**config.mk**
```make
export PLATFORM = sky130hd
export DESIGN_NAME = truth_table_sequencer_flat
export DESIGN_NICKNAME = d
export VERILOG_FILES = /design/src/rtl/truth_table_sequencer_if.sv /design/src/rtl/truth_table_sequencer.sv /design/src/flat_wrapper.sv
export SDC_FILE = /design/constraint.sdc
export NUM_CORES = 1
export LEC_CHECK = 0
export CORE_ASPECT_RATIO = 0.7
export CORE_UTILIZATION = 64
export CTS_CLUSTER_DIAMETER = 100
export DETAILED_ROUTE_END_ITERATION = 16
export PLACE_DENSITY = 0.95
export SKIP_LAST_GASP = 1
export SYNTH_ARGS = -nofsm -noshare
export SYNTH_HDL_FRONTEND = slang
export SYNTH_SLANG_ARGS = --single-unit
```
**constraint.sdc**
```tcl
create_clock -name clk -period 3.34 [get_ports clk]
set_input_delay 0.501 -clock clk [delete_from_list [all_inputs] [get_ports clk]]
set_output_delay 0.501 -clock clk [all_outputs]
set_load 0.05 [all_outputs]
```
**src/rtl/truth_table_sequencer_if.sv**
```systemverilog
// truth_table_sequencer_if
//
// Purpose: groups every non-clock signal of the truth-table sequencer into
// one bundle. This covers the scan request and status, the breadboard drive
// and response, the captured-row stream and the table read port.
//
// Signals:
//   start      scan request (controller -> sequencer)
//   busy       scan in progress
//   w,x,y,z    breadboard inputs, {w,x,y,z} = current code, w is the MSB
//   r[9:0]     breadboard response
//   row_valid  one-cycle pulse per captured row
//   row_idx    code of the captured row
//   row_data   captured response
//   done       one-cycle pulse together with the row-15 row_valid
//   ones_count set bits accumulated over the current/last scan
//   rd_addr    table read address
//   rd_data    registered table read data
//
// Modports:
//   slave  - the sequencer itself
//   master - the controller/breadboard side that requests scans and answers
interface truth_table_sequencer_if;

    logic       start;
    logic       busy;
    logic       w;
    logic       x;
    logic       y;
    logic       z;
    logic [9:0] r;
    logic       row_valid;
    logic [3:0] row_idx;
    logic [9:0] row_data;
    logic       done;
    logic [7:0] ones_count;
    logic [3:0] rd_addr;
    logic [9:0] rd_data;

    // The sequencer accepts requests, the breadboard response and read
    // addresses, and drives everything else.
    modport slave (
        input  start,
        input  r,
        input  rd_addr,
        output w,
        output x,
        output y,
        output z,
        output busy,
        output row_valid,
        output row_idx,
        output row_data,
        output done,
        output ones_count,
        output rd_data
    );

    // The controller/breadboard side is the mirror image of the sequencer.
    modport master (
        output start,
        output r,
        output rd_addr,
        input  w,
        input  x,
        input  y,
        input  z,
        input  busy,
        input  row_valid,
        input  row_idx,
        input  row_data,
        input  done,
        input  ones_count,
        input  rd_data
    );

endinterface

```
**src/rtl/truth_table_sequencer.sv**
```systemverilog
// truth_table_sequencer
//
// Purpose: cycle-exact scan of the 4-input/10-output breadboard logic. On a
// start request it steps {w,x,y,z} through codes 0..15. For each code it
// waits SETTLE cycles and then spends one capture cycle. At the end of that
// cycle it stores r[9:0] in a 16-entry table, streams the row out and adds
// its set bits to ones_count. The table stays readable through a registered
// read port.
//
// Parameters:
//   SETTLE     wait cycles per code before sampling, legal range 1..255
//
// Ports:
//   clk        single clock, rising edge
//   rst_n      asynchronous active-low reset (deassertion synchronised outside)
//   bus        truth_table_sequencer_if.slave, carries start/busy/done,
//              w,x,y,z/r, the row stream, ones_count and the read port
module truth_table_sequencer #(
    parameter int SETTLE = 3
) (
    input  logic                   clk,
    input  logic                   rst_n,
    truth_table_sequencer_if.slave bus
);

    // A zero settle time would give no wait cycle at all, and the counter is
    // only 8 bits wide, so anything outside 1..255 is rejected when built.
    generate
        if (SETTLE < 1 || SETTLE > 255) begin : g_bad_settle
            $error("truth_table_sequencer: SETTLE must be in 1..255, got %0d", SETTLE);
        end
    endgenerate

    // The counter is reloaded with SETTLE-1 and runs down to zero. Counting
    // the zero cycle, that gives exactly SETTLE cycles in WAIT.
    localparam logic [7:0] SETTLE_RELOAD = 8'(SETTLE - 1);
    localparam logic [3:0] LAST_IDX      = 4'd15;

    typedef enum logic [1:0] {
        IDLE    = 2'd0,
        WAIT    = 2'd1,
        CAPTURE = 2'd2
    } state_t;

    state_t     state;
    state_t     next_state;

    logic [3:0] idx;
    logic [7:0] cnt;

    logic       busy_q;
    logic       done_q;
    logic [7:0] ones_q;
    logic       row_valid_q;
    logic [3:0] row_idx_q;
    logic [9:0] row_data_q;
    logic [9:0] rd_data_q;
    logic [9:0] mem [16];

    logic       accept_start;
    logic       count_down;
    logic       capture_row;
    logic       last_row;
    logic [3:0] row_ones;

    // Number of set bits in a 10-bit response (0..10).
    function automatic logic [3:0] popcount10(input logic [9:0] v);
        logic [3:0] n;
        n = 4'd0;
        for (int i = 0; i < 10; i++) begin
            n = n + {3'b000, v[i]};
        end
        return n;
    endfunction

    assign last_row = (idx == LAST_IDX);
    assign row_ones = popcount10(bus.r);

    // State register. Reset can arrive at any point in a scan and always
    // abandons it, so a scan cut short by reset never reaches done.
    always_ff @(posedge clk or negedge rst_n) begin
        if (!rst_n) begin
            state <= IDLE;
        end else begin
            state <= next_state;
        end
    end

    // Next-state logic. start is looked at only in IDLE, so holding it high
    // during a scan neither restarts nor queues another scan. The cycle that
    // shows done is already IDLE, so back-to-back scans need no gap.
    always_comb begin
        next_state = state;
        case (state)
            IDLE: begin
                if (bus.start) begin
                    next_state = WAIT;
                end
            end
            WAIT: begin
                if (cnt == 8'd0) begin
                    next_state = CAPTURE;
                end
            end
            CAPTURE: begin
                next_state = last_row ? IDLE : WAIT;
            end
            default: begin
                next_state = IDLE;
            end
        endcase
    end

    // Output decode. These turn the current state into single-purpose
    // strobes, and the datapath blocks below act only on the strobes.
    always_comb begin
        accept_start = 1'b0;
        count_down   = 1'b0;
        capture_row  = 1'b0;
        case (state)
            IDLE:    accept_start = bus.start;
            WAIT:    count_down   = (cnt != 8'd0);
            CAPTURE: capture_row  = 1'b1;
            default: begin
                accept_start = 1'b0;
            end
        endcase
    end

    // Code and settle counter. idx drives the breadboard directly, so the
    // inputs move only when a scan starts or a non-final capture ends. After
    // the last row idx stays at 15, and the breadboard keeps that code until
    // the next scan.
    always_ff @(posedge clk or negedge rst_n) begin
        if (!rst_n) begin
            idx <= 4'd0;
            cnt <= 8'd0;
        end else if (accept_start) begin
            idx <= 4'd0;
            cnt <= SETTLE_RELOAD;
        end else if (count_down) begin
            cnt <= cnt - 8'd1;
        end else if (capture_row && !last_row) begin
            idx <= idx + 4'd1;
            cnt <= SETTLE_RELOAD;
        end
    end

    // Scan status. busy covers the whole scan. done pulses for exactly one
    // cycle, in step with the row-15 row_valid, on the same edge where busy
    // drops. ones_count restarts at each accepted start and otherwise keeps
    // the total of the last scan. 16 rows of at most 10 bits is 160, which
    // fits in 8 bits.
    always_ff @(posedge clk or negedge rst_n) begin
        if (!rst_n) begin
            busy_q <= 1'b0;
            done_q <= 1'b0;
            ones_q <= 8'd0;
        end else begin
            done_q <= 1'b0;
            if (accept_start) begin
                busy_q <= 1'b1;
                ones_q <= 8'd0;
            end else if (capture_row) begin
                ones_q <= ones_q + {4'b0000, row_ones};
                if (last_row) begin
                    busy_q <= 1'b0;
                    done_q <= 1'b1;
                end
            end
        end
    end

    // Row stream. Each capture edge produces one row_valid pulse. row_idx
    // and row_data hold the most recent row between pulses.
    always_ff @(posedge clk or negedge rst_n) begin
        if (!rst_n) begin
            row_valid_q <= 1'b0;
            row_idx_q   <= 4'd0;
            row_data_q  <= 10'd0;
        end else begin
            row_valid_q <= capture_row;
            if (capture_row) begin
                row_idx_q  <= idx;
                row_data_q <= bus.r;
            end
        end
    end

    // Capture table. A start does not clear it, because every scan
    // overwrites all 16 entries anyway. Only reset clears it.
    always_ff @(posedge clk or negedge rst_n) begin
        if (!rst_n) begin
            for (int i = 0; i < 16; i++) begin
                mem[i] <= 10'd0;
            end
        end else if (capture_row) begin
            mem[idx] <= bus.r;
        end
    end

    // Registered read port, active in every state. A read and a capture to
    // the same entry on the same edge return the old contents. The new value
    // shows up one cycle later.
    always_ff @(posedge clk or negedge rst_n) begin
        if (!rst_n) begin
            rd_data_q <= 10'd0;
        end else begin
            rd_data_q <= mem[bus.rd_addr];
        end
    end

    assign {bus.w, bus.x, bus.y, bus.z} = idx;
    assign bus.busy       = busy_q;
    assign bus.done       = done_q;
    assign bus.ones_count = ones_q;
    assign bus.row_valid  = row_valid_q;
    assign bus.row_idx    = row_idx_q;
    assign bus.row_data   = row_data_q;
    assign bus.rd_data    = rd_data_q;

endmodule

```
**src/flat_wrapper.sv**
```systemverilog
// flat-port wrapper written by rule: the top's interface ports become plain ports
module truth_table_sequencer_flat 
#(
    parameter int SETTLE = 3
)
  (clk, rst_n, bus_start, bus_r, bus_rd_addr, bus_w, bus_x, bus_y, bus_z, bus_busy, bus_row_valid, bus_row_idx, bus_row_data, bus_done, bus_ones_count, bus_rd_data);
  truth_table_sequencer_if bus_i ();
  input  logic clk;
  input  logic rst_n;
  input wire logic [$bits(bus_i.start)-1:0] bus_start;
  input wire logic [$bits(bus_i.r)-1:0] bus_r;
  input wire logic [$bits(bus_i.rd_addr)-1:0] bus_rd_addr;
  output wire logic [$bits(bus_i.w)-1:0] bus_w;
  output wire logic [$bits(bus_i.x)-1:0] bus_x;
  output wire logic [$bits(bus_i.y)-1:0] bus_y;
  output wire logic [$bits(bus_i.z)-1:0] bus_z;
  output wire logic [$bits(bus_i.busy)-1:0] bus_busy;
  output wire logic [$bits(bus_i.row_valid)-1:0] bus_row_valid;
  output wire logic [$bits(bus_i.row_idx)-1:0] bus_row_idx;
  output wire logic [$bits(bus_i.row_data)-1:0] bus_row_data;
  output wire logic [$bits(bus_i.done)-1:0] bus_done;
  output wire logic [$bits(bus_i.ones_count)-1:0] bus_ones_count;
  output wire logic [$bits(bus_i.rd_data)-1:0] bus_rd_data;
  assign bus_i.start = bus_start;
  assign bus_i.r = bus_r;
  assign bus_i.rd_addr = bus_rd_addr;
  assign bus_w = bus_i.w;
  assign bus_x = bus_i.x;
  assign bus_y = bus_i.y;
  assign bus_z = bus_i.z;
  assign bus_busy = bus_i.busy;
  assign bus_row_valid = bus_i.row_valid;
  assign bus_row_idx = bus_i.row_idx;
  assign bus_row_data = bus_i.row_data;
  assign bus_done = bus_i.done;
  assign bus_ones_count = bus_i.ones_count;
  assign bus_rd_data = bus_i.rd_data;
  truth_table_sequencer #(.SETTLE(SETTLE)) u_core (.clk(clk), .rst_n(rst_n), .bus(bus_i));
endmodule
```
Yosys cells after proc, flatten, opt, wreduce, memory -nomap -nowiden
Cells that the tools add are included.

word-level totals
  register bits = 209
  input bits = 17
  output and inout bits = 39

operators by class
  add/sub/neg operators = 12
  order comparisons = 3
  eq/ne operators = 6
  mux-type cells = 27
  bitwise logic cells = 2
  reduce and logical (&&, ||, !) cells = 13

operators with widths
  cell                   count
  $bwmux W160            1
  $bmux W10 S4           1
  $demux W10 S4          1
  $mux W8                5
  $add A4 B1 Y4          8
  $mux W10               3
  $mux W4                3
  $ge A5 B5 Y1 const B   2
  $mux W1                10
  $not A4 Y5             2
  $add A8 B4 Y8          1
  $logic_not A8 Y1       1
  $reduce_bool A8 Y1     1
  $sub A8 B1 Y8 const B  1
  $pmux W2 S3            1
  $reduce_and A2 Y1      3
  $reduce_bool A2 Y1     3
  $lt A5 B1 Y1 const B   1
  $add A4 B1 Y4 const B  1
  $eq A4 B4 Y1 const B   1
  $mux W2                2
  $ne A2 B1 Y1 const B   2
  $reduce_bool A3 Y1     1
  $add A1 B1 Y2          1
  6 further kinds        7

Logic depth before layout (Yosys ltp)
Gate-level depths: netlist of the first run.

  word-level depth = 12
  gate-level depth with buffers = 14
  gate-level depth less buffers = 14

Least setup slack after synthesis of the first run
OpenSTA, ideal clock, no wires.

  kind = input-to-reg
  from = in bus_r[0]
  to = reg u_core.ones_q[6], in the netlist u_core.bus.ones_count[6]
  arrival time = 4250 ps
  required time = 3219 ps
  slack = -1031 ps
  stages on the path = 12
  path buffers = 0
  path through = ha_1 > inv_1 > fa_1 > fa_1 > fa_1 > fa_1 > fa_1 > fa_1 > nand2b_1 > a21oi_1 > mux2_2 > a22o_1

on the way
  cells in the longest elaborated chain, start to end = 12

RTL lines
  item                         line                          text
  start, declared              flat_wrapper.sv:11            input wire logic [$bits(bus_i.r)-1:0] bus_r;
  $add A1 B1 Y2                truth_table_sequencer.sv:71   n = n + {3'b000, v[i]};
  $add A4 B1 Y4 (8 in series)  truth_table_sequencer.sv:71
  $add A8 B4 Y8                truth_table_sequencer.sv:165  ones_q <= ones_q + {4'b0000, row_ones};
  $mux W8                      truth_table_sequencer.sv:164  end else if (capture_row) begin
  $mux W8                      truth_table_sequencer.sv:161  if (accept_start) begin
  end signal, assigned         truth_table_sequencer.sv:165
  end, declared                truth_table_sequencer.sv:53   logic [7:0] ones_q;

No other way between the ends. The select of a mux whose other input is x is not followed.
A chain may end at the register's enable or synchronous reset.

Final worst setup path of the first run
Same ends and word-level chain as after synthesis.

==> results of run 1 <==
==> synthesized netlist by cell type (all sizes together), types with 2 or more instances <==
| cell | instances |
|---|---|
| ha | 15 |
| nand2 | 82 |
| nand4b | 2 |
| clkbuf | 22 |
| o211ai | 4 |
| a22o | 2 |
| o21bai | 2 |
| mux4 | 40 |
| a22oi | 20 |
| fa | 7 |
| nand2b | 6 |
| mux2i | 4 |
| dfrtp | 209 |
| and2 | 3 |
| o31ai | 3 |
| nor2b | 3 |
| mux2 | 129 |
| nand3 | 12 |
| buf | 13 |
| nand4 | 2 |
| inv | 25 |
| a21oi | 5 |
| or2 | 2 |
| o21ai | 51 |
| nor2 | 22 |
| xor2 | 5 |
==> flip-flops by register name, indices dropped and copies added (netlist names), 2 cells and up <==
name	count
u_core.state	2
u_core.cnt	8
u_core.bus.ones_count	8
u_core.idx	4
u_core.bus.rd_data	10
u_core.mem	160
u_core.bus.row_idx	4
u_core.bus.row_data	10
==> layer usage <==
metal	wire length [um]	GRT usage
met1	9306	0.4148
met3	1904	0.06812
met2	12380	0.5407
met4	1110	0.1392
met5	0	0
==> final cells by class <==
| type | count | area [um^2] |
|---|---|---|
| timing repair buffer | 93 | 862.1 |
| multi-input combinational | 433 | 4234 |
| sequential | 209 | 5230 |
| clock inverter | 3 | 26.28 |
| tap | 195 | 244.0 |
| fill | 752 | 3408 |
| clock buffer | 29 | 574.3 |
| inverter | 25 | 96.34 |
==> final timing paths <==
check                                           endpoint  depth (start not counted)
worst max-delay path            u_core.bus.ones_count[6]                         13
min in group clk                  u_core.bus.row_data[0]                          4
worst min-delay path                     u_core.mem[146]                          1
max in group asynchronous                u_core.mem[105]                          2
worst min register to register             u_core.cnt[6]                          1
worst max register to register            u_core.mem[82]                          5
==> what timing repair did <==
action                     4_1_cts  5_1_grt
buffers inserted                 3        3
gates resized for setup         20        6
pin swaps                       17       11
cloned                           0        0
setup endpoints to repair        8        7
==> logic make-up (layout without fill, tap and decap cells) <==
kind of cell / count (synthesis) / in the layout / synth area share
flops: 209 / 209 / 0.5435
mux: 173 / 173 / 0.2487
simple gates: 139 / 139 / 0.08231
compound gates: 94 / 94 / 0.06150
buf+inv: 60 / 150 / 0.02536
fa+ha+maj: 22 / 22 / 0.03407
xor+xnor: 5 / 5 / 0.004551
==> through the flow <==
stage	instance area, um^2	power, uW
after floorplan	9659	2946
after detailed placement	10580	3188
final	11270	5434
after global placement	10580	3141
after CTS	11240	5372
after global routing	11270	5569
==> where the power goes <==
part           switching (uW)  internal, uW
combinational             418           310
sequential               18.6          2550
clock                     946          1190
total                    1380          4050
==> results by group, run 1 <==
Global routing
  • Largest net degree at the start of global routing: 105
  • First-pass GRT wire length: 37.98 mm
  • Global-route usage over all layers: 0.3248
  • Initial antenna violation count: 0
  • Vias in the first global route: 7021
  • GRT overflow: 0

Clocking
  • CTS tree: done
  • Clk_lat worst skew: 510 ps
  • Root buf cell: clkbuf_16
  • H-tree depth: 1
  • CTS clk-pin slew, worst paths: 60 ps
  • Cts bufs inserted: 20
  • CTS Buffer Depth: 3
  • Clock sink count: 209
  • Hold_buf cts: 0

Synthesis
  • Ys flop type: dfrtp_1
  • Syn_area_per_cell: 13.71 um^2
  • Syn Inst Count: 702
  • Library cells used by synthesis: 51
  • Synthesized cell area: 9623 um^2
  • Syn Nets: 741
  • YS warnings: 0
  • Synth top area share: 0.5435
  • Top post-synthesis cells by area: dfrtp_1, mux2_2, mux4_2
  • Synthesized flop and latch total: 209
  • Register area share after synthesis: 0.5435
  • Leading area contributor after synthesis: dfrtp_1
  • Asr flop ratio synth: 1.000
  • EDFF count, synth: 0

Floorplanning
  • Die Wd: 148.6 um
  • Die area: 15540 um^2
  • Io pins: 56
  • Initial Util: 0.6557
  • Num rows: 37
  • Die Ht: 104.6 um
  • Core region area: 14680 um^2

STA
  • Slew @ Worst Pin: 1123 ps
  • Final Cycle Share: 1.237
  • Clock Skew: 17.24 ps
  • Fin. Hold Viols: 0
  • Hold WS: 77.48 ps
  • Max-slew violations: 0
  • FMAX: 242.0 MHz
  • Max-slew headroom: 0.2500
  • Min cycle time layout: 4132 ps
  • Setup TNS: -4282 ps
  • Worst setup margin: -792.2 ps
  • RSZ-0062 raised after global routing: true
  • Endpoints failing setup: 7

Route
  • Via density per instance: 6.638
  • Drt initial violations: 690
  • Total number of vias: 6552
  • Drt total wl: 24.70 mm
  • Drt pass-1 iters: 4
  • WL per Instance: 25.03 um
  • Detail Route Antenna Nets: 0
  • DRC: 0

Critical path
  • FF-to-FF setup slack: 940 ps
  • Worst endpoint data arrival time: 4520 ps
  • CP max FO: 2
  • CP peak stage delay: 520 ps
  • Buf/Inv on CP: 2
  • Worst setup EP type: flip-flop
  • Critical Path Start: bus_r[0]
  • Crit path required time: 3730 ps
  • Critical-path top delay cell: fa_1
  • Crit Path Category: primary input to flip-flop
  • Critical Path Start Type: primary input
  • R2R Path Start: u_core.state[0]
  • Crit path max-delay family: adder cells
  • Crit-path cells: buf_8 -> ha_4 -> inv_2 -> fa_1 -> fa_1 -> fa_1 -> fa_2 -> fa_2 -> fa_2 -> nand2b_4 -> a21oi_4 -> mux2_4 -> a22o_1

Finish
  • Final Non-Filler Cells: 987
  • Final Util: 0.7678
  • Most frequent cells in the layout: dfrtp_1, mux2_2, nand2_1, o21ai_0, clkdlybuf4s50_1
  • Layout Nets: 821
  • Diode count: 0
  • Layout cell share with drive strength beyond 1: 0.3485
  • Syn-to-layout area delta: 17.09%
  • Commonest non-fill, non-tap cell in the layout: dfrtp_1

Placement
  • Post-placement cell count: 951
  • IO Port Bufs: 55
  • RD Place Congestion: 0.8128
  • Place WS: -1658 ps
  • DP HPWL: 15.31 mm

Pwr
  • Cell leakage power: 0.005503 uW
  • Power per Cell Area: 482.3 nW/um^2
  • Max VDD drop: 348.8 uV

Run status
  • Failing checks: negative setup slack
  • Status: finished, violations left

Flow run
  • Maxcap violations: 0

Min path
  • Hold Crit Class: primary input to async pin
Power figures use the tool's default switching activity.
==> run 2, diff against run 1 <==
--- a/config.mk
+++ b/config.mk
@@ -5,11 +5,12 @@
 export SDC_FILE = /design/constraint.sdc
 export NUM_CORES = 1
 export LEC_CHECK = 0
+export ABC_AREA = 0
 export CORE_ASPECT_RATIO = 0.7
-export CORE_UTILIZATION = 64
+export CORE_UTILIZATION = 46
 export CTS_CLUSTER_DIAMETER = 100
 export DETAILED_ROUTE_END_ITERATION = 16
-export PLACE_DENSITY = 0.95
+export PLACE_DENSITY = 0.74
 export SKIP_LAST_GASP = 1
 export SYNTH_ARGS = -nofsm -noshare
 export SYNTH_HDL_FRONTEND = slang
==> run 2 against run 1 <==
  * The flow still finishes with violations (negative setup slack)
  * Worst setup slack improved by 210 ps
  * Non-clock buffer count is 2 lower
  * Clock skew is essentially flat
  * Flip-flop and latch count unchanged
  * Register-to-register slack about the same
  * Global-route usage is 11 points lower
  * Fmax grew 5.4%
==> results by group, run 2 (synthesis results as in run 1) <==
STA
  • Worst setup margin: -581.2 ps (+210.9 ps)
  • Min cycle time layout: 3921 ps (-210.9 ps)
  • FMAX: 255.0 MHz (+5.4%)
  • Clock Skew: 16.90 ps (-0.3369 ps)
  • Final Cycle Share: 1.174 (-0.06315)
  • Setup TNS: -3198 ps (+1084 ps)
  • Endpoints failing setup: 7 (unchanged)
  • Max-slew violations: 0 (unchanged)
  • Fin. Hold Viols: 0 (unchanged)
  • Slew @ Worst Pin: 879.4 ps (-243.3 ps)
  • Max-slew headroom: 0.4116 (+0.1615)
  • RSZ-0062 raised after global routing: true

Route
  • Detail Route Antenna Nets: 0 (unchanged)
  • DRC: 0 (unchanged)
  • Via density per instance: 5.629 (-15%)
  • Drt initial violations: 286 (-59%)
  • Drt pass-1 iters: 5 (+1)
  • Drt total wl: 21.55 mm (-13%)
  • Total number of vias: 5978 (-8.8%)
  • WL per Instance: 20.29 um (-19%)

Critical path
  • CP peak stage delay: 510 ps (about the same)
  • Critical Path Start Type: primary input
  • Critical-path top delay cell: fa_1
  • Worst endpoint data arrival time: 4300 ps (-220 ps)
  • CP max FO: 2 (unchanged)
  • Worst setup EP type: flip-flop
  • Crit Path Category: primary input to flip-flop
  • Crit-path cells: buf_6 -> ha_4 -> inv_4 -> fa_1 -> fa_1 -> fa_1 -> fa_2 -> fa_2 -> fa_2 -> nand2b_4 -> a21oi_4 -> mux2_4 -> a22o_1
  • Crit path required time: 3720 ps (about the same)

Placement
  • DP HPWL: 15.04 mm (-1.7%)
  • RD Place Congestion: 0.8426 (+3.7%)
  • IO Port Bufs: 55 (unchanged)
  • Place WS: -1563 ps (+94.68 ps)

Floorplanning
  • Core region area: 20120 um^2 (+37%)
  • Initial Util: 0.4782 (-0.1775)
  • Die Ht: 123.0 um (+18%)
  • Die Wd: 174.9 um (+18%)
  • Die area: 21510 um^2 (+38%)
  • Num rows: 43 (+16%)
  • Io pins: 56 (unchanged)

Pwr
  • P_int: 4009 uW (-1.0%)
  • Switch Pwr: 1325 uW (-4.2%)
  • Sw Share: 0.2484 (-0.006108)
  • Clock share of power: 0.398 (+0.005)
  • Max VDD drop: 377.7 uV (+8.3%)
  • Power per Cell Area: 471.4 nW/um^2 (-2.3%)
  • Cell leakage power: 0.005476 uW (-0.48%)
  • Combinational fraction of design power: 0.121 (-0.013)
  • Part of the power in registers: 0.481 (+0.008)

Global routing
  • Initial antenna violation count: 0 (unchanged)
  • First-pass GRT wire length: 35.40 mm (-6.8%)
  • GRT overflow: 0 (unchanged)
  • Largest net degree at the start of global routing: 83 (-21%)
  • Global-route usage over all layers: 0.2123 (-0.1125)
  • Vias in the first global route: 6561 (-6.6%)

Flow run
  • Maxcap violations: 0 (unchanged)

Clocking
  • Root buf cell: clkbuf_16
  • CTS clk-pin slew, worst paths: 60 ps (about the same)
  • H-tree depth: 1 (unchanged)
  • CTS tree: done
  • Clock sink count: 209 (unchanged)
  • Hold_buf cts: 0 (unchanged)
  • Clk_lat worst skew: 500 ps (about the same)
  • Cts bufs inserted: 21 (+5.0%)
  • CTS Buffer Depth: 3 (unchanged)

Finish
  • Largest reg by FF count: u_core.mem
  • Layout Nets: 820 (-0.12%)
  • # fillers: 1603 (+110%)
  • Syn-to-layout area delta: 17.59%
  • Layout cell share with drive strength beyond 1: 0.3447 (-0.003788)
  • Max FFs per register: 160 (unchanged)
  • Most frequent cells in the layout: dfrtp_1, mux2_2, nand2_1, o21ai_0, clkdlybuf4s50_1
  • Diode count: 0 (unchanged)
  • Commonest non-fill, non-tap cell in the layout: dfrtp_1

Run status
  • Status: finished, violations left
  • Failing checks: negative setup slack

Min path
  • Hold Crit Class: primary input to async pin
[run 2: area by class of cell]
type	count	area, um^2	area share
repair buffers	91	830.8	0.07342
flip-flops and latches	209	5230	0.4622
well taps	270	337.8	0.02985
clock buffers	31	573.1	0.05064
multi-input cells	433	4227	0.3735
inverters	25	98.84	0.008735
clock inverters	3	18.77	0.001659
[run 2: final timing paths]
check	start	end	slack, ps	cells after the start
max in group asynchronous	rst_n	u_core.cnt[4]	2400	2
setup / recovery	bus_r[1]	u_core.bus.ones_count[6]	-580	13
hold reg to reg	u_core.mem[135]	u_core.mem[135]	480	2
hold / removal	rst_n	u_core.mem[157]	40	1
min in group clk	bus_r[0]	u_core.bus.row_data[0]	450	4
setup reg to reg	u_core.state[0]	u_core.mem[82]	930	5
[run 2: power by group through the flow]
stage / Sequential, uW / Combinational, uW / Clock [uW]
after floorplan: 2660 / 287 / 0
after global placement: 2610 / 539 / 0
after detailed placement: 2610 / 573 / 0
after CTS: 2570 / 613 / 2170
after global routing: 2570 / 707 / 2250
final: 2570 / 646 / 2120
[run 2: repair_timing]
| item | CTS | global route |
|---|---|---|
| resized for setup | 20 | 5 |
| gates cloned | 0 | 0 |
| pin swaps | 16 | 15 |
| setup endpoints to repair | 8 | 7 |
| setup buffers | 1 | 2 |
[run 2: metrics by stage]
stage,power [uW],utilization,area (um^2),cells,hold WS (ps)
after floorplan,2946,-,9659,702,205.4
after global placement,3148,0.5295,10650,1025,456.3
after detailed placement,3183,0.5295,10650,1025,466.3
after CTS,5344,0.5609,11290,1060,59.43
after global routing,5526,0.5624,11320,1062,82.71
final,5334,0.5624,11320,1062,37.35
[run 2: critical path, delay by kind of cell]
kind,cells,cell delay (ps)
muxes,1,310
AOI/OAI and AO/OA,2,300
buffers and inverters,2,140
adders and majority gates,7,2880
and+or+nand+nor,1,170
[run 2: per-layer routing]
metal | GRT usage | part of all wire | wire (um)
met1 | 0.2948 | 0.45 | 9736
met2 | 0.3517 | 0.49 | 10460
met3 | 0.03598 | 0.042 | 908
met4 | 0.05163 | 0.021 | 449
met5 | 0 | 0 | 0
==> run 3, diff against run 2 <==
--- a/config.mk
+++ b/config.mk
@@ -5,7 +5,7 @@
 export SDC_FILE = /design/constraint.sdc
 export NUM_CORES = 1
 export LEC_CHECK = 0
-export ABC_AREA = 0
+export ABC_AREA = 1
 export CORE_ASPECT_RATIO = 0.7
 export CORE_UTILIZATION = 46
 export CTS_CLUSTER_DIAMETER = 100
==> run 3 against run 2 <==
  * The flow still finishes with violations (negative setup slack)
  * Largest power group unchanged
  * Register-to-register slack gained 150 ps
  * Wire length grew 28%
  * First-iteration DRC count grew to 3.3 times the previous value
  * Worst setup slack gained 220 ps
  * Cell area grew 3.7%
  * Synthesized cell count grew 76%
  * Die area grew 3.4%
  * Combinational power grew 30%
  * Clock skew shrank 1.4 ps
==> results by group, run 3 <==
Floorplanning
  • Initial Util: 0.4746 (-0.003589)
  • Io pins: 56 (unchanged)
  • Die area: 22240 um^2 (+3.4%)
  • Num rows: 44 (+2.3%)
  • Die Ht: 125.1 um (+1.7%)
  • Die Wd: 177.8 um (+1.7%)
  • Core region area: 20980 um^2 (+4.2%)

Pwr
  • Combinational fraction of design power: 0.141 (+0.020)
  • Power per Cell Area: 507.1 nW/um^2 (+7.6%)
  • Clock share of power: 0.424 (+0.026)
  • Cell leakage power: 0.005526 uW (+0.90%)
  • Max VDD drop: 385.4 uV (+2.0%)
  • Overall power: 5951 uW (+12%)
  • Sw Share: 0.2613 (+0.01282)
  • P_int: 4397 uW (+9.7%)
  • Switch Pwr: 1555 uW (+17%)
  • Part of the power in registers: 0.435 (-0.046)

Finish
  • Final Non-Filler Cells: 1578 (+49%)
  • Layout cell share with drive strength beyond 1: 0.08833 (-0.2564)
  • Largest reg by FF count: u_core.mem
  • Multi-input logic area: 3954 um^2 (-6.5%)
  • Commonest non-fill, non-tap cell in the layout: nand2_1
  • Diode count: 0 (unchanged)
  • # fillers: 1842 (+15%)
  • Layout Nets: 1326 (+62%)
  • Most frequent cells in the layout: nand2_1, dfrtp_1, o21ai_0, inv_1, nand3_1
  • Syn-to-layout area delta: 17.87%
  • Max FFs per register: 160 (unchanged)
  • Flip-flop and latch area: 5230 um^2 (unchanged)

Global routing
  • M1 GR Usage: 0.3826 (+0.08776)
  • First-pass GRT wire length: 43.96 mm (+24%)
  • Busiest grt layer: met1
  • Global-route usage over all layers: 0.2549 (+0.04255)
  • GRT overflow: 0 (unchanged)
  • Initial antenna violation count: 0 (unchanged)
  • M2 GR Usage: 0.3594 (+0.007688)
  • Met3 Use GR: 0.07451 (+0.03854)
  • Largest net degree at the start of global routing: 85 (+2.4%)
  • Vias in the first global route: 8088 (+23%)

Clocking
  • H-tree depth: 1 (unchanged)
  • Clk_lat worst skew: 510 ps (about the same)
  • Root buf cell: clkbuf_16
  • CTS clk-pin slew, worst paths: 60 ps (about the same)
  • Cts bufs inserted: 22 (+4.8%)
  • CTS Buffer Depth: 3 (unchanged)
  • Clock sink count: 209 (unchanged)
  • CTS tree: done
  • Hold_buf cts: 0 (unchanged)

Placement
  • IO Port Bufs: 55 (unchanged)
  • DP HPWL: 17.75 mm (+18%)
  • Post-placement cell count: 1537 (+50%)
  • RD Place Congestion: 0.9015 (+7.0%)
  • Place WS: -1296 ps (+267.8 ps)

STA
  • Endpoints failing setup: 7 (unchanged)
  • Max-slew headroom: 0.4153 (+0.003700)
  • Max-slew violations: 0 (unchanged)
  • FMAX: 270.0 MHz (+5.9%)
  • Hold WS: 39.97 ps (+2.617 ps)
  • RSZ-0062 raised after global routing: true
  • Fin. Hold Viols: 0 (unchanged)
  • Worst setup margin: -363.7 ps (+217.5 ps)
  • Min cycle time layout: 3704 ps (-217.5 ps)
  • Final Cycle Share: 1.109 (-0.06512)
  • Clock Skew: 15.49 ps (-1.414 ps)
  • Slew @ Worst Pin: 875.8 ps (-3.577 ps)

Critical path
  • Worst setup EP type: flip-flop
  • Worst endpoint data arrival time: 4100 ps (-200 ps)
  • FF-to-FF setup slack: 1080 ps (+150 ps)
  • Critical Path Start Type: primary input
  • CP max FO: 4 (+2)
  • Crit Path Category: primary input to flip-flop
  • Crit path required time: 3740 ps (+20 ps)

Synthesis
  • Count leader, synth: nand2_1
  • YS warnings: 0 (unchanged)
  • Leading area contributor after synthesis: dfrtp_1
  • Syn Nets: 1276 (+72%)
  • Asr flop ratio synth: 1.000 (unchanged)
  • Syn Inst Count: 1237 (+76%)
  • Top post-synthesis cells by area: dfrtp_1, nand2_1, o21ai_0
  • Synthesized flop and latch total: 209 (unchanged)
  • Ys flop type: dfrtp_1
  • Synth top cells by count: nand2_1, dfrtp_1, o21ai_0
  • Synth top area share: 0.5253 (-0.01817)
  • Register area share after synthesis: 0.5253 (-0.01817)
  • Library cells used by synthesis: 26 (-49%)
  • EDFF count, synth: 0 (unchanged)
  • Synthesized cell area: 9956 um^2 (+3.5%)
  • Syn_area_per_cell: 8.048 um^2 (-41%)

Route
  • Total number of vias: 8517 (+42%)
  • Drt total wl: 27.49 mm (+28%)
  • Via density per instance: 5.397 (-4.1%)
  • WL per Instance: 17.42 um (-14%)
  • Drt initial violations: 935 (+230%)
  • DRC: 0 (unchanged)
  • Detail Route Antenna Nets: 0 (unchanged)
  • Drt pass-1 iters: 5 (unchanged)

Run status
  • Status: finished, violations left
  • Failing checks: negative setup slack

Min path
  • Hold Crit Class: primary input to async pin

Flow run
  • Maxcap violations: 0 (unchanged)
==> run 3: cell types whose count changed in the layout (fill, tap and decap cells not counted), moves of 7 or more <==
cell	change
inv_1	+99
mux4_2	-40
buf_4	+13
mux2_2	-123
nand2_1	+275
o21ai_0	+99
a21oi_1	+37
a22oi_1	-20
clkinv_1	+7
o211ai_1	+32
nor2_1	+65
nand3_1	+109
==> run 3: cells by family (layout without fill, tap and decap cells) <==
| logic type | count (synthesis) | count (layout) | synth area share |
|---|---|---|---|
| xor gates and xnor gates | 3 | 3 | 0.002640 |
| adders and majority gates | 22 | 22 | 0.03293 |
| AOI/OAI and AO/OA | 229 | 229 | 0.1248 |
| buffers and inverters | 213 | 278 | 0.08521 |
| DFF | 209 | 209 | 0.5253 |
| and+or+nand+nor | 561 | 561 | 0.2291 |
==> run 3: layout make-up <==
type | instances | area share
multi-input combinational | 815 | 0.3369
clock buffer | 32 | 0.05619
timing repair buffer | 103 | 0.07975
clock inverter | 7 | 0.007463
inverter | 136 | 0.04457
sequential | 209 | 0.4457
tap | 276 | 0.02943
==> run 3: repair_timing <==
action / in CTS / in global routing
resized for setup: 23 / 6
setup endpoints to repair: 7 / 7
pin swaps: 15 / 13
setup buffers: 0 / 2
==> run 3: worst paths after layout <==
kind | startpoint | endpoint | depth (start not counted)
worst max-delay path | bus_r[0] | u_core.bus.ones_count[5] | 17
worst min-delay path | rst_n | u_core.mem[26] | 1
worst max register to register | u_core.state[1] | u_core.mem[153] | 5
worst min register to register | u_core.mem[132] | u_core.mem[132] | 2
max in group asynchronous | rst_n | u_core.mem[124] | 2
min in group clk | bus_r[0] | u_core.mem[110] | 4
==> run 3: per-stage QoR <==
| step | TNS (ps) | utilization | cell area, um^2 |
|---|---|---|---|
| after global placement | -8578 | 0.5203 | 10910 |
| after CTS | -2747 | 0.5576 | 11700 |
| after detailed placement | -9009 | 0.5203 | 10910 |
| after global routing | -2826 | 0.5595 | 11740 |
| after floorplan | -3463 | - | 10020 |
| final | -1902 | 0.5595 | 11740 |
==> run 3: metal layers <==
layer  wire length [um]  vias to the layer above
li1                   -                     4046
met1              12720                     4084
met2              11340                      346
met3               2869                       41
met4                566                        0
met5                  0                        -
==> run 3: worst max-delay path, stage by stage <==
cell	delay, ps
buf_8	100
ha_4	260
inv_4	40
fa_1	440
fa_1	510
fa_1	430
fa_2	380
fa_2	550
inv_1	40
ha_1	260
nand2_1	60
nand2_2	100
nand2_1	80
o21ai_2	140
nand2_1	70
nand2_1	80
nand2_1	50
==> run 3: power groups by stage <==
stage	clock network, uW	registers, uW	logic, uW
6_report	2520	2590	841
5_1_grt	2670	2590	916
4_1_cts	2560	2590	778
3_5_place_dp	0	2630	746
3_3_place_gp	0	2630	724
2_1_floorplan	0	2700	367
